$ cat src/rtl/aes_spi_responder_if.sv
// Serial link between the Master and the AES responder: frame input plus result output.
interface aes_spi_responder_if;
  logic cs;        // chip select, active-high
  logic Mosi;      // frame bits, MSB first
  logic in_valid;  // qualifies Mosi
  logic Miso;      // result bits, MSB first
  logic out_valid; // high while Miso carries a result bit

  modport master (output cs, Mosi, in_valid, input Miso, out_valid);
  modport slave  (input cs, Mosi, in_valid, output Miso, out_valid);
endinterface

$ cat src/rtl/aes_spi_responder.sv
// Serial responder for an AES core: deserializes a message+key frame, launches
// the core, waits for its result and serializes the 128-bit result back.
module aes_spi_responder #(
  parameter int nk = 4,   // key length in 32-bit words
  parameter int nb = 4,   // block length in 32-bit words
  parameter int nr = 10   // round count of the attached core, informational
) (
  input  logic                 clk,
  input  logic                 rst,          // asynchronous, active-low
  aes_spi_responder_if.slave   spi,
  output logic [32*nb-1:0]     core_msg,
  output logic [32*nk-1:0]     core_key,
  output logic                 core_start,
  input  logic                 core_done,
  input  logic [32*nb-1:0]     core_result,
  output logic                 busy
);
  localparam int BW = 32 * nb;
  localparam int KW = 32 * nk;
  localparam int F  = BW + KW;
  localparam int CW = $clog2(F + 1);
  localparam logic [CW-1:0] RX_LAST = CW'(F - 1);
  localparam logic [CW-1:0] TX_LAST = CW'(BW - 1);

  // nr only documents which core is attached; the guard keeps it referenced.
  if (nb != 4 || nr < 1) begin : g_unsupported_params
  end

  typedef enum logic [2:0] {S_IDLE, S_RX, S_START, S_WAIT, S_TX} state_t;

  state_t          state_q, state_d;
  logic [CW-1:0]   cnt_q, cnt_d;
  logic [F-2:0]    rx_q, rx_d;       // holds all but the final bit of a frame
  logic [BW-1:0]   tx_q, tx_d;
  logic [BW-1:0]   msg_q, msg_d;
  logic [KW-1:0]   key_q, key_d;
  logic            start_q, start_d;

  logic            take_bit;
  logic            frame_done;
  logic [F-1:0]    rx_shifted;

  assign take_bit   = spi.cs & spi.in_valid;
  assign rx_shifted = {rx_q, spi.Mosi};
  assign frame_done = (state_q == S_RX) && take_bit && (cnt_q == RX_LAST);

  // State and datapath registers; reset returns everything to an idle, zeroed block.
  always_ff @(posedge clk or negedge rst) begin
    if (!rst) begin
      state_q <= S_IDLE;
      cnt_q   <= '0;
      rx_q    <= '0;
      tx_q    <= '0;
      msg_q   <= '0;
      key_q   <= '0;
      start_q <= 1'b0;
    end else begin
      state_q <= state_d;
      cnt_q   <= cnt_d;
      rx_q    <= rx_d;
      tx_q    <= tx_d;
      msg_q   <= msg_d;
      key_q   <= key_d;
      start_q <= start_d;
    end
  end

  // Next-state logic; dropping cs aborts any active phase.
  always_comb begin
    state_d = state_q;
    case (state_q)
      S_IDLE:  if (take_bit) state_d = S_RX;
      S_RX: begin
        if (!spi.cs)         state_d = S_IDLE;
        else if (frame_done) state_d = S_START;
      end
      S_START: state_d = spi.cs ? S_WAIT : S_IDLE;
      S_WAIT: begin
        if (!spi.cs)        state_d = S_IDLE;
        else if (core_done) state_d = S_TX;
      end
      S_TX:    if (!spi.cs || cnt_q == TX_LAST) state_d = S_IDLE;
      default: state_d = S_IDLE;
    endcase
  end

  // Datapath updates: shift-in, frame load, launch pulse, result capture and shift-out.
  always_comb begin
    cnt_d   = cnt_q;
    rx_d    = rx_q;
    tx_d    = tx_q;
    msg_d   = msg_q;
    key_d   = key_q;
    start_d = 1'b0;
    case (state_q)
      S_IDLE: begin
        cnt_d = '0;
        if (take_bit) begin
          rx_d  = rx_shifted[F-2:0];
          cnt_d = CW'(1);
        end
      end
      S_RX: begin
        if (!spi.cs) begin
          cnt_d = '0;
        end else if (spi.in_valid) begin
          rx_d  = rx_shifted[F-2:0];
          cnt_d = cnt_q + 1'b1;
          // Core-facing words change only when a whole frame has arrived.
          if (frame_done) begin
            msg_d = rx_shifted[F-1 -: BW];
            key_d = rx_shifted[KW-1:0];
            cnt_d = '0;
          end
        end
      end
      S_START: start_d = spi.cs;   // suppressed if the frame is aborted here
      S_WAIT: begin
        if (spi.cs && core_done) begin
          tx_d  = core_result;
          cnt_d = '0;
        end
      end
      S_TX: begin
        if (!spi.cs) begin
          cnt_d = '0;
        end else begin
          tx_d  = {tx_q[BW-2:0], 1'b0};
          cnt_d = cnt_q + 1'b1;
        end
      end
      default: cnt_d = '0;
    endcase
  end

  // Outputs; Miso is forced low whenever no result bit is being presented.
  always_comb begin
    spi.out_valid = (state_q == S_TX);
    spi.Miso      = (state_q == S_TX) & tx_q[BW-1];
    busy          = (state_q != S_IDLE);
    core_start    = start_q;
    core_msg      = msg_q;
    core_key      = key_q;
  end
endmodule

$ cat src/flat_wrapper.sv
// flat-port wrapper written by rule: the top's interface ports become plain ports
module aes_spi_responder_flat 
#(
  parameter int nk = 4,                                
  parameter int nb = 4,                                  
  parameter int nr = 10                                                     
)
  (clk, rst, core_msg, core_key, core_start, core_done, core_result, busy, spi_cs, spi_Mosi, spi_in_valid, spi_Miso, spi_out_valid);
  aes_spi_responder_if spi_i ();
  input  logic clk;
  input  logic rst;
  output logic [32*nb-1:0] core_msg;
  output logic [32*nk-1:0] core_key;
  output logic core_start;
  input  logic core_done;
  input  logic [32*nb-1:0] core_result;
  output logic busy;
  input wire logic [$bits(spi_i.cs)-1:0] spi_cs;
  input wire logic [$bits(spi_i.Mosi)-1:0] spi_Mosi;
  input wire logic [$bits(spi_i.in_valid)-1:0] spi_in_valid;
  output wire logic [$bits(spi_i.Miso)-1:0] spi_Miso;
  output wire logic [$bits(spi_i.out_valid)-1:0] spi_out_valid;
  assign spi_i.cs = spi_cs;
  assign spi_i.Mosi = spi_Mosi;
  assign spi_i.in_valid = spi_in_valid;
  assign spi_Miso = spi_i.Miso;
  assign spi_out_valid = spi_i.out_valid;
  aes_spi_responder #(.nk(nk), .nb(nb), .nr(nr)) u_core (.clk(clk), .rst(rst), .spi(spi_i), .core_msg(core_msg), .core_key(core_key), .core_start(core_start), .core_done(core_done), .core_result(core_result), .busy(busy));
endmodule
$ cat config.mk
export PLATFORM = sky130hd
export DESIGN_NAME = aes_spi_responder_flat
export DESIGN_NICKNAME = d
export VERILOG_FILES = /design/src/rtl/aes_spi_responder_if.sv /design/src/rtl/aes_spi_responder.sv /design/src/flat_wrapper.sv
export SDC_FILE = /design/constraint.sdc
export NUM_CORES = 1
export LEC_CHECK = 0
export BUFFER_PORTS_ARGS = -buffer_cell sky130_fd_sc_hd__buf_2
export CAP_MARGIN = 40
export CORE_MARGIN = 1
export CORE_UTILIZATION = 51
export DETAILED_ROUTE_END_ITERATION = 12
export PLACE_DENSITY_LB_ADDON = 0.25
export SYNTH_ARGS = -nofsm -noshare
export SYNTH_HDL_FRONTEND = slang
export SYNTH_SLANG_ARGS = --single-unit
$ cat constraint.sdc
create_clock -name clk -period 2.1 [get_ports clk]
set_input_delay 0.42 -clock clk [delete_from_list [all_inputs] [get_ports clk]]
set_output_delay 0.42 -clock clk [all_outputs]
set_load 0.01 [all_outputs]
# Yosys cells after proc, flatten, opt, wreduce, memory -nomap -nowiden
# Index checks and enable logic that the tools add are counted.
# classes
n_addsub	1
mul	0
n_div	0
order_cmp	0
eq_ne	15
shifts	0
n_mux	23
n_bitwise	3
n_reduce_logical	14
# ops
op	n
255-bit 2-to-1 mux	3
255-bit one-hot mux with 2 select lines	1
128-bit 2-to-1 mux	2
128-bit one-hot mux with 2 select lines	1
9-bit 2-to-1 mux	5
9-bit one-hot mux with 5 select lines	1
3-bit 2-to-1 mux	6
3-bit one-hot mux with 5 select lines	1
4-bit AND reduction	3
9-bit by 1-bit adder with 9-bit output (second input constant)	1
9-bit by 7-bit == test with 1-bit output (second input constant)	1
9-bit by 8-bit == test with 1-bit output (second input constant)	1
3-bit by 2-bit == test with 1-bit output (second input constant)	2
2-bit by 1-bit inequality test with 1-bit output (second input constant)	3
2-bit inequality test (second input constant)	3
3-bit inequality test (second input constant)	2
3-bit AND reduction	2
2-bit nonzero test	2
3-bit by 1-bit == test with 1-bit output (second input constant)	1
3-bit == test (second input constant)	1
1-bit logical AND	3
3-bit logical NOT	1
3-bit by 2-bit inequality test with 1-bit output (second input constant)	1
3-bit nonzero test	1
6 further kinds	8
# word_totals
ff_bits	652
latchBits	0
ram_bits	0
rom_bits	0
input_bits	134
out_inout_bits	260
word_cells	63
memories	0

# Logic depth before layout (Yosys ltp)
# Gate-level depths: netlist (run 1).
# depth
depth_word	7
mapped_depth	9

# Worst setup path before layout (run 1)
# No wires, ideal clock.
# synth_timing
kind	register to register
startpoint	register u_core.cnt_q[0]
endpoint	register u_core.key_q[22] (netlist: u_core.core_key[22])
setup_time_ns	0.125
t_arrival_ns	1.978
required_time_ns	1.975
setup_slack_ns	-0.003
stages_incl_launch_ff	10
period_less_slack_ns	2.103
path_cell_list	dfrtp_1 -> ha_1 -> nand3_1 -> nor2_1 -> ha_1 -> and3_1 -> nand2_1 -> buf_2 -> buf_2 -> mux2_2
# synth_via
elab_chain_cells	3
# synth_lines
item	line_no	text
start: declaration	aes_spi_responder.sv:32	logic [CW-1:0] cnt_q, cnt_d;
start signal: assignment	aes_spi_responder.sv:59	cnt_q <= cnt_d;
9-bit by 8-bit == test with 1-bit output	aes_spi_responder.sv:45	assign frame_done = (state_q == S_RX) && take_bit && (cnt_q == RX_LAST);
1-bit logical AND	aes_spi_responder.sv:45	
4-bit AND reduction (no line)	n/a	
end signal: assignment	aes_spi_responder.sv:63	key_q <= key_d;
end: declaration	aes_spi_responder.sv:36	logic [KW-1:0] key_q, key_d;
# No other way between the ends.
# A chain may end at the register's enable or synchronous reset.

# Worst setup path in the final report (run 1)
# layout_timing
startpoint	register u_core.cnt_q[1]
endpoint	register u_core.key_q[91] (netlist: u_core.core_key[91])
# Same word-level chain as after synthesis.

==> impl_results.rst, run 1 <==
.. list-table::
   :header-rows: 1

   * - Metric
     - Value
   * - Cells on Worst Hold Path
     - 2
   * - Overall track demand over capacity in global routing
     - 21.1%
   * - Net Switching
     - 5.45 mW
   * - Final Skew
     - 0.0170 ns
   * - Count of buffers from port buffering
     - 393
   * - Post-Synthesis Cell Area
     - approximately 26000 um2
   * - Commonest non-fill, non-tap cell in the layout
     - dfrtp_1
   * - Net count of the finished layout
     - 2311
   * - Total wire length
     - roughly 54000 um
   * - Initial cell density of the core
     - 52.1%
   * - Fraction of final layout cells with drive strength greater than 1
     - 48.9%
   * - Min-Delay Path Class
     - in -> reg
   * - Sequential share of power
     - 50.1%
   * - Combinational power share
     - 3.5%
   * - Number of cells produced by synthesis
     - 1723
   * - Site Rows
     - 81
   * - Worst hold slack across all endpoints
     - 0.0784 ns
   * - Half-perimeter wire length after detailed placement
     - 36700 um
   * - Library cells used by synthesis
     - 40
   * - Library cell contributing the largest single delay on the critical path
     - dfrtp_1
   * - Die ar.
     - a little over 50000 um2
   * - Number of vias per cell after detailed routing
     - 5.22
   * - Tmin final
     - between 2 and 2.5 ns
   * - Remaining antenna violation count after routing
     - 0
   * - Layout Area Growth over Synthesis
     - 22.5%
   * - Area after DPL
     - 28800 um2
   * - Most used cells in the layout excluding fill and tap cells
     - 649 x dfrtp_1, 472 x mux2_2, 390 x buf_2
   * - Met2 GRT Util
     - about a third
   * - Root buf cell
     - clkbuf_16
   * - Boundary Pins
     - approximately 390
   * - GR Util met1
     - a little over a quarter
   * - First drt pass iteration count
     - 4
   * - Final Util
     - 63.8%
   * - RSZ-0062 raised after global routing
     - yes
   * - Number of global-route vias before repair
     - between 15000 and 20000
   * - Total number of vias
     - 15100
   * - Actual slew at the worst max-slew pin
     - 0.484 ns
   * - Type of the setup path with the least slack
     - reg -> reg
   * - Core area
     - between 40000 and 50000 um2
   * - Syn_nets
     - 1859
   * - Portion of the post-synthesis area used by sequential elements
     - 63.6%
   * - FF+latch count, synth
     - 652
   * - Clk sink count
     - 652
   * - CP endpoint kind
     - flip-flop
   * - Syn. warnings
     - 0
   * - Setup slack of the most critical reg-to-reg path
     - 0.003 ns
   * - Fraction of synthesized cell area taken by the top area cell type
     - between 60% and 70%
   * - Total number of H-tree levels
     - 3
   * - Non-Filler Instances
     - 2896
   * - Max incr delay on CP
     - between 0.3 and 0.4 ns
   * - Count of placed standard cells including taps
     - between 2000 and 3000
   * - Largest net degree at the start of global routing
     - 94
   * - VDD IR max
     - 0.693 mV
   * - Clock network power share
     - 46.4%
   * - Routability-driven placement congestion ratio
     - approximately 0.79
   * - Run status
     - finished, final reports clean
   * - Number of design rule violations left after detail routing
     - 0
   * - Relative slew slack
     - 67.7%
   * - Leakage power figure
     - ~16 nW
   * - Iteration-0 DRC count of the detailed router
     - around 470
   * - Final setup violation count
     - 0
   * - Critical Path AT
     - 2.56 ns
   * - Horizontal extent of the die
     - 226 um
   * - Number of buffers created by CTS
     - between 60 and 70
   * - Power density over the cells
     - slightly above 800 nW/um2
   * - WL/cell
     - between 15 and 20 um
   * - Count of endpoints failing hold in the final timing report
     - 0
   * - Net Sw Frac
     - 21.3%
   * - Portion of the clock cycle consumed by the worst path in the final layout
     - 99.8%
   * - First-pass GRT wire length
     - 84700 um
   * - Final Max Tran Viols
     - 0
   * - TritonCTS clock tree
     - yes
   * - Main area contributors after synthesis
     - dfrtp_1 64%, mux2_2 21%, mux2i_1 5.0%
   * - Worst Reg2Reg Path Length in Cells
     - 10
   * - Clock transition at the register clock pins on the worst setup and hold paths after CTS
     - 0.06 ns
   * - Highest net fanout along the worst path
     - 7
   * - CP Launch Type
     - flip-flop
   * - Number of antenna violations at the first check in global routing
     - 7
   * - GR Layer Usage met3
     - between 6 and 7%
   * - Data required time of the worst path
     - 2.56 ns
   * - Total of max-cap violations
     - 0
   * - Avg Cell Area, Syn
     - 14.9 um2
   * - Cell taking the most area after synthesis
     - dfrtp_1
   * - Source-to-sink clock delay at the later pin of the worst-skew pair
     - 0.59 ns
   * - Vertical extent of the die
     - 226 um
   * - Cell internal power dissipation
     - 20.2 mW
   * - Buffer levels on the longest clock path
     - 3
   * - Busiest layer in global routing
     - met2
   * - GR Overflow Total
     - 0
   * - Fmax
     - 477 MHz
   * - Final instance area
     - between 30000 and 40000 um2
   * - Critical Path, Cell by Cell
     - ha_2 > nand3_2 > nor2_2 > ha_2 > and3_4 > nand2_4 > buf_12 > buf_12 > clkbuf_16 > mux2_4
[metrics by stage]
step           power, mW  worst slack, ns  TNS, ns
2_1_floorplan       13.4         -0.00309   -0.123
3_3_place_gp        13.9          -0.0286    -1.42
3_5_place_dp        14.0          -0.0280    -1.00
4_1_cts             26.0          -0.0388  -0.0388
5_1_grt             26.5          -0.0795    -5.39
6_report            25.6          0.00325        0
[routing by layer]
metal  wire (um)  part of all wire, %
met1       23100                   43
met2       26200                   48
met3        3630                  6.7
met4        1070                  2.0
met5          36                0.067
[synth_stat cells, drive strengths merged]
cell and instances:
nor3b 2, nand3 3, ha 2, a221o 2, o21ai 132, o211ai 2
o32a 1, nand4 1, a22oi 1, o32ai 1, o22ai 2, a311oi 1
o31ai 2, or3 6, and4b 1, nor2 10, inv 1, mux2 511
a22o 3, clkbuf 12, nor4 1, o21a 1, buf 90, and2 2
nor2b 1, mux2i 127, and3 2, nand2 138, a21oi 1, dfrtp 652
nor3 5, nand2b 6, nand3b 1
[area by class of cell]
class,instances,area [um2]
multi-input combinational,968,8700
timing repair buffer,484,3310
clock inverter,31,289
tap,664,831
fill,3663,17800
antenna,5,12.5
inverter,1,3.75
sequential,652,16300
clock buffer,91,1950
[registers in the layout (all words and copies together), names as in the netlist]
register	flops
u_core.core_start	1
u_core.tx_q	128
u_core.core_msg	128
u_core.rx_q	255
u_core.core_key	128
u_core.cnt_q	9
u_core.state_q	3
[logic make-up after synthesis]
kind of cell / after synthesis / synth area share, %
buffers and inverters: 103 / 2.70
AOI/OAI and AO/OA: 149 / 3.20
adders and majority gates: 2 / 0.0976
DFF: 652 / 63.6
muxes: 638 / 27.4
and+or+nand+nor: 179 / 2.98
[path summary, 6_finish.rpt]
kind                                                   from                         endpoint
worst max-delay path            u_core.cnt_q[1]$_DFFE_PN0P_  u_core.core_key[91]$_DFFE_PN0P_
worst min-delay path                              core_done    u_core.state_q[1]$_DFFE_PN0P_
worst max register to register  u_core.cnt_q[1]$_DFFE_PN0P_  u_core.core_key[91]$_DFFE_PN0P_
worst min register to register  u_core.tx_q[22]$_DFFE_PN0P_      u_core.tx_q[22]$_DFFE_PN0P_
max in group asynchronous                               rst     u_core.tx_q[101]$_DFFE_PN0P_
min in group asynchronous                               rst      u_core.rx_q[46]$_DFFE_PN0P_
[what timing repair did]
item / CTS / global route
gates resized for setup: 15 / 10
gates cloned: 1 / 6
hold buffers: 1 / 0
endpoints found under the setup margin: 135 / 201
pin swaps: 2 / 6
endpoints found under the hold margin: 17 / 0
setup buffers: 5 / 6
[power by group through the flow]
stage	Sequential (mW)	Clock [mW]	Combinational (mW)
floorplan	13.0	0	0.405
global placement	13.1	0	0.887
detailed placement	13.1	0	0.912
CTS	12.8	12.2	0.924
global route	12.8	12.7	1.01
finish	12.8	11.9	0.898
[critical path, delay by kind of cell, from the launching register on]
family        cells  cell delay [ns]
simple gates      4             0.47
buf+inv           3             0.45
fa+ha+maj         2             0.38
mux               1             0.30
flops             1             0.38
Note: power is estimated with default switching activity, not from simulation.
==> run 2: changes to the inputs <==
--- a/config.mk
+++ b/config.mk
@@ -11,6 +11,8 @@
 export CORE_UTILIZATION = 51
 export DETAILED_ROUTE_END_ITERATION = 12
 export PLACE_DENSITY_LB_ADDON = 0.25
+export REMOVE_ABC_BUFFERS = 1
+export SKIP_LAST_GASP = 1
 export SYNTH_ARGS = -nofsm -noshare
 export SYNTH_HDL_FRONTEND = slang
 export SYNTH_SLANG_ARGS = --single-unit
==> impl_results.rst, run 2 (synthesis results as in run 1) <==
.. list-table::
   :header-rows: 1

   * - Metric
     - Value
   * - Run status
     - finished, final reports clean
   * - Final Max Tran Viols
     - 0
   * - Number of design rule violations left after detail routing
     - 0
   * - Power density over the cells
     - 810 nW/um2
   * - Clock transition at the register clock pins on the worst setup and hold paths after CTS
     - 0.06 ns
   * - Max reg flops
     - roughly 260
   * - Actual slew at the worst max-slew pin
     - between 0.4 and 0.5 ns
   * - Iteration-0 DRC count of the detailed router
     - 655
   * - Fraction of final layout cells with drive strength greater than 1
     - about 49%
   * - Number of antenna violations at the first check in global routing
     - 4
   * - WL/cell
     - 19.0 um
   * - Total number of vias
     - 15200
   * - CP endpoint kind
     - output pin
   * - Multi-input logic area
     - 8700 um2
   * - Data required time of the worst path
     - 1.68 ns
   * - RSZ-0062 raised after global routing
     - yes
   * - Combinational power share
     - under 10%
   * - Capture point of the worst reg-to-reg path
     - u_core.core_key[29]$_DFFE_PN0P_
   * - Overall track demand over capacity in global routing
     - 21.9%
   * - Most flop-heavy register
     - u_core.rx_q
   * - Highest net fanout along the worst path
     - 11
   * - Net count of the finished layout
     - between 2000 and 2500
   * - Sequential share of power
     - 50.4%
   * - Count of buffers from port buffering
     - 393
   * - First-pass GRT wire length
     - around 87000 um
   * - Net Switching
     - 5.42 mW
   * - Beginning of the worst hold path
     - spi_Mosi
   * - Horizontal extent of the die
     - 226 um
   * - Remaining antenna violation count after routing
     - 0
   * - Cells on Worst Hold Path
     - 2
   * - Total of max-cap violations
     - 0
   * - Worst reg2reg startpoint
     - u_core.cnt_q[1]$_DFFE_PN0P_
   * - Source-to-sink clock delay at the later pin of the worst-skew pair
     - 0.60 ns
   * - Core area
     - 49300 um2
   * - Aggregate negative setup slack
     - 0 ns
   * - Initial cell density of the core
     - 52.1%
   * - Leakage power figure
     - 16.5 nW
   * - Type of the setup path with the least slack
     - reg -> out
   * - Net Sw Frac
     - between 20% and 30%
   * - TritonCTS clock tree
     - yes
   * - Total wire length
     - 55100 um
   * - Area taken by flip-flops and latches
     - between 15000 and 20000 um2
   * - Tmin final
     - between 2 and 2.5 ns
   * - Die ar.
     - 51200 um2
   * - Final Skew
     - about 0.022 ns
   * - Count of endpoints failing hold in the final timing report
     - 0
   * - Number of global-route vias before repair
     - 16000
   * - Root buf cell
     - clkbuf_16
   * - Commonest non-fill, non-tap cell in the layout
     - dfrtp_1
   * - Number of vias per cell after detailed routing
     - 5.24
   * - Clock network power share
     - 46.0%
   * - Endpoint of the worst hold path
     - u_core.rx_q[0]$_DFFE_PN0P_
   * - First drt pass iteration count
     - 5
   * - Half-perimeter wire length after detailed placement
     - roughly 38000 um
   * - Worst Reg2Reg Path Length in Cells
     - 10
   * - VDD IR max
     - ~0.65 mV
   * - Vertical extent of the die
     - 226 um
   * - Power, Total
     - around 25 mW
   * - Layout Area Growth over Synthesis
     - 22.5%
   * - Setup slack of the most critical reg-to-reg path
     - 0.04 ns
   * - GR Overflow Total
     - 0
   * - CP Launch Type
     - flip-flop
   * - Largest net degree at the start of global routing
     - 96
   * - Critical Path AT
     - 1.65 ns
   * - Most used cells in the layout excluding fill and tap cells
     - 652 x dfrtp_1, 475 x mux2_2, 390 x buf_2
   * - Fmax
     - between 400 and 500 MHz
   * - Portion of the clock cycle consumed by the worst path in the final layout
     - 98.6%
   * - Clk sink count
     - 652
   * - Min-Delay Path Class
     - in -> reg
   * - Boundary Pins
     - about 400
   * - Total number of H-tree levels
     - 3
   * - Cell internal power dissipation
     - 20.0 mW
   * - Relative slew slack
     - between 60% and 70%
   * - Routability-driven placement congestion ratio
     - 0.841
   * - Number of fill cells in the layout
     - 3673
   * - Final setup violation count
     - 0
   * - Site Rows
     - 81
   * - Buffer levels on the longest clock path
     - 3
   * - Number of buffers created by CTS
     - 69
[run 2: cell count changes in the layout (fill, tap and decap cells not counted), sizes merged]
| cell | before | now |
|---|---|---|
| bufinv | 4 | 2 |
| inv | 4 | 6 |
| clkinv | 24 | 12 |
| clkbuf | 95 | 98 |
| buf | 478 | 493 |
| diode | 5 | 4 |
[run 2: how the worst max path moves through the flow]
stage / start / to / slack [ns] / cells past startpoint
detailed placement: u_core.cnt_q[0]$_DFFE_PN0P_ / u_core.core_msg[67]$_DFFE_PN0P_ / -0.03 / 9
CTS: u_core.cnt_q[0]$_DFFE_PN0P_ / u_core.core_key[52]$_DFFE_PN0P_ / -0.01 / 9
floorplan: u_core.state_q[1]$_DFFE_PN0P_ / u_core.tx_q[0]$_DFFE_PN0P_ / -26.24 / 4
finish: u_core.state_q[0]$_DFFE_PN0P_ / busy / 0.03 / 3
global route: u_core.state_q[0]$_DFFE_PN0P_ / busy / -0.04 / 3
global placement: u_core.cnt_q[0]$_DFFE_PN0P_ / u_core.core_key[87]$_DFFE_PN0P_ / -0.03 / 9
[run 2: timing repair]
action / CTS / global route
pin swaps: 2 / 2
endpoints found under the setup margin: 125 / 113
setup buffers: 11 / 4
hold buffers: 1 / 0
gates resized for setup: 8 / 13
hold endpoints to repair: 28 / 0
gates cloned: 2 / 0
[run 2: worst max-delay path, stage by stage, from the launching register on]
cell and delay, ns:
dfrtp_1 0.41, buf_4 0.18, or3_4 0.32, buf_4 0.15
[run 2: cell type report]
cell class	instances	area share, %
timing repair buffer	495	10.7
inverter	1	0.0120
clock buffer	98	6.39
sequential	652	51.9
multi-input combinational	968	27.7
antenna	4	0.0319
clock inverter	19	0.578
tap	664	2.64
[run 2: power groups by stage]
stage               combinational (mW)  clock (mW)  sequential, mW
detailed placement               0.922           0            13.0
finish                           0.912        11.7            12.8
CTS                              0.933        12.0            12.8
floorplan                        0.386           0            13.0
global route                      1.02        12.5            12.8
global placement                 0.900           0            13.0
[run 2: through the flow]
stage	hold WS (ns)	cell area (um2)	setup slack (ns)	util [%]	cells
finish	0.0871	31400	0.0294	63.8	2901
detailed placement	0.344	28900	-0.0312	58.7	2762
floorplan	0.124	25000	-26.24	-	1621
global route	0.0647	31400	-0.0447	63.8	2899
CTS	0.0476	31300	-0.0144	63.6	2893
global placement	0.339	28900	-0.0300	58.7	2762
[run 2: per-layer routing]
| metal | part of all wire, % | global-route usage, % | vias to the layer above |
|---|---|---|---|
| li1 | - | - | 7008 |
| met1 | 41 | 27.7 | 7783 |
| met2 | 48 | 35.4 | 317 |
| met3 | 8.2 | 8.01 | 90 |
| met4 | 2.1 | 5.82 | 0 |
| met5 | 0 | 0 | - |
==> run 3: changes to the inputs <==
--- a/config.mk
+++ b/config.mk
@@ -10,9 +10,11 @@
 export CORE_MARGIN = 1
 export CORE_UTILIZATION = 51
 export DETAILED_ROUTE_END_ITERATION = 12
+export GPL_TIMING_DRIVEN = 0
 export PLACE_DENSITY_LB_ADDON = 0.25
 export REMOVE_ABC_BUFFERS = 1
 export SKIP_LAST_GASP = 1
 export SYNTH_ARGS = -nofsm -noshare
 export SYNTH_HDL_FRONTEND = slang
 export SYNTH_SLANG_ARGS = --single-unit
+export TNS_END_PERCENT = 20
==> impl_results.rst, run 3 (synthesis results as in run 1) <==
.. list-table::
   :header-rows: 1

   * - Metric
     - Value
   * - Net count of the finished layout
     - about 2300
   * - Portion of the clock cycle consumed by the worst path in the final layout
     - 105%
   * - VDD IR max
     - 0.727 mV
   * - Number of vias per cell after detailed routing
     - 5.23
   * - Sequential share of power
     - 49.5%
   * - Actual slew at the worst max-slew pin
     - 0.690 ns
   * - WL/cell
     - roughly 20 um
   * - Number of design rule violations left after detail routing
     - 0
   * - Power density over the cells
     - 805 nW/um2
   * - RSZ-0062 raised after global routing
     - yes
   * - Power, Total
     - 25.9 mW
   * - Iteration-0 DRC count of the detailed router
     - approximately 680
   * - Net Switching
     - 5.55 mW
   * - First drt pass iteration count
     - 4
   * - Total of max-cap violations
     - 0
   * - Routability-driven placement congestion ratio
     - 0.766
   * - Cell with the most instances on the worst path
     - buf_16
   * - Max reg flops
     - 255
   * - Run status
     - finished with violations
   * - GR Overflow Total
     - 0
   * - Remaining antenna violation count after routing
     - 0
   * - Number of fill cells in the layout
     - 3601
   * - Root buf cell
     - clkbuf_16
   * - Fraction of final layout cells with drive strength greater than 1
     - about half
   * - Combinational power share
     - about 3.7%
   * - CP Launch Type
     - flip-flop
   * - Count of endpoints failing hold in the final timing report
     - 0
   * - Largest net degree at the start of global routing
     - 128
   * - Count of placed standard cells including taps
     - 2727
   * - Tmin final
     - 2.21 ns
   * - Overall track demand over capacity in global routing
     - between 20% and 30%
   * - Endpoint of the worst hold path
     - u_core.state_q[1]$_DFFE_PN0P_
   * - Min-Delay Path Class
     - in -> reg
   * - Commonest non-fill, non-tap cell in the layout
     - dfrtp_1
   * - Final WS setup
     - -0.108 ns
   * - CP endpoint kind
     - flip-flop
   * - Net Sw Frac
     - between 20% and 30%
   * - Final instance area
     - 32200 um2
   * - Buffer levels on the longest clock path
     - 3
   * - Fmax
     - 453 MHz
   * - First-pass GRT wire length
     - 90200 um
   * - Worst hold slack across all endpoints
     - ~0.072 ns
   * - Initial cell density of the core
     - 52.1%
   * - Layout Area Growth over Synthesis
     - 25.5%
   * - Boundary Pins
     - roughly 400
   * - Area after DPL
     - 28600 um2
   * - Relative slew slack
     - 54.0%
   * - Leakage power figure
     - 16.9 nW
   * - Source-to-sink clock delay at the later pin of the worst-skew pair
     - between 0.6 and 0.7 ns
   * - TritonCTS clock tree
     - yes
   * - Beginning of the worst hold path
     - core_done
   * - Type of the setup path with the least slack
     - reg -> reg
   * - Critical Path AT
     - 2.69 ns
   * - Library cell contributing the largest single delay on the critical path
     - dfrtp_1
   * - Critical Path, Cell by Cell
     - ha_2 > nand3_2 > nor2_2 > ha_2 > and3_4 > nand2_4 > buf_16 > buf_12 > buf_16 > buf_16 > mux2_2
   * - Vertical extent of the die
     - around 230 um
   * - Half-perimeter wire length after detailed placement
     - 35800 um
   * - Worst reg2reg startpoint
     - u_core.cnt_q[0]$_DFFE_PN0P_
   * - Number of global-route vias before repair
     - around 16000
   * - Horizontal extent of the die
     - ~230 um
   * - Most flop-heavy register
     - u_core.rx_q
   * - Worst Reg2Reg Path Length in Cells
     - 11
   * - Aggregate negative setup slack
     - -12.79 ns
   * - Non-Filler Instances
     - 2926
   * - Cells on Worst Hold Path
     - 2
   * - Clock transition at the register clock pins on the worst setup and hold paths after CTS
     - ~0.060 ns
   * - Highest net fanout along the worst path
     - 13
   * - Max incr delay on CP
     - roughly 0.38 ns
   * - Cell internal power dissipation
     - 20.4 mW
   * - Minimum setup slack after placement
     - -1.48 ns
   * - Violations in the final reports
     - negative setup slack
   * - Number of antenna violations at the first check in global routing
     - 12
   * - Total wire length
     - approximately 59000 um
   * - Capture point of the worst reg-to-reg path
     - u_core.core_msg[19]$_DFFE_PN0P_
   * - Data required time of the worst path
     - ~2.6 ns
   * - Site Rows
     - between 80 and 90
   * - Clk sink count
     - 652
   * - Final Util
     - 65.3%
   * - Clock network power share
     - 46.8%
   * - Core area
     - 49300 um2
   * - Final Max Tran Viols
     - 0
   * - Total number of vias
     - 15300
   * - Final Skew
     - approximately 0.031 ns
   * - Count of buffers from port buffering
     - 393
   * - Number of buffers created by CTS
     - between 60 and 70
   * - Setup slack of the most critical reg-to-reg path
     - -0.11 ns
   * - Total number of H-tree levels
     - 3
   * - Final setup violation count
     - approximately 230
   * - Die ar.
     - 51200 um2
   * - Most used cells in the layout excluding fill and tap cells
     - 649 x dfrtp_1, 474 x mux2_2, 391 x buf_2
==> run 3: critical path: cells and delay by family (launching register included) <==
family / cells / cell delay [ns]
adders and majority gates: 2 / 0.38
and+or+nand+nor: 4 / 0.38
muxes: 1 / 0.34
DFF: 1 / 0.38
buffers and inverters: 4 / 0.59
==> run 3: routing by layer <==
layer  share of wire [%]  GRT usage (%)  up-vias
met5                0.11              0        -
met4                 2.8           7.98       10
met3                 7.6           8.33      105
met2                  48           36.8      323
met1                  42           28.3     7796
li1                    -              -     7066
==> run 3: how the worst max path moves through the flow <==
stage | startpoint | cells after the start | slack, ns | endpoint
3_5_place_dp | spi_cs | 13 | -1.48 | u_core.rx_q[148]$_DFFE_PN0P_
2_1_floorplan | u_core.state_q[1]$_DFFE_PN0P_ | 4 | -26.24 | u_core.tx_q[0]$_DFFE_PN0P_
4_1_cts | u_core.cnt_q[1]$_DFFE_PN0P_ | 11 | -0.08 | u_core.core_msg[56]$_DFFE_PN0P_
6_report | u_core.cnt_q[0]$_DFFE_PN0P_ | 11 | -0.11 | u_core.core_msg[19]$_DFFE_PN0P_
3_3_place_gp | u_core.state_q[1]$_DFFE_PN0P_ | 4 | -38.49 | u_core.tx_q[20]$_DFFE_PN0P_
5_1_grt | u_core.cnt_q[0]$_DFFE_PN0P_ | 11 | -0.18 | u_core.core_key[17]$_DFFE_PN0P_
==> run 3: layout make-up <==
cell class | instances | area (um2) | area share (%)
Multi-Input combinational cell | 969 | 8700 | 27.0
Tap cell | 664 | 831 | 2.58
Clock inverter | 24 | 309 | 0.960
Clock buffer | 95 | 1940 | 6.04
Inverter | 1 | 3.75 | 0.0117
Sequential cell | 652 | 16300 | 50.7
Antenna cell | 8 | 20.0 | 0.0622
Timing Repair Buffer | 513 | 4060 | 12.6
==> run 3: power groups by stage <==
stage	combinational (mW)	sequential, mW	clock [mW]
after global routing	1.07	12.8	12.9
after global placement	0.830	13.0	0
after detailed placement	0.895	13.1	0
final	0.961	12.8	12.1
after floorplan	0.386	13.0	0
after CTS	0.973	12.8	12.4
==> run 3: repair_timing <==
item,in CTS,in global routing
gates resized for setup,46,9
hold endpoints to repair,91,0
gates cloned,19,7
setup endpoints to repair,558,757
hold buffers,1,0
setup buffers,46,7
pin swaps,8,4
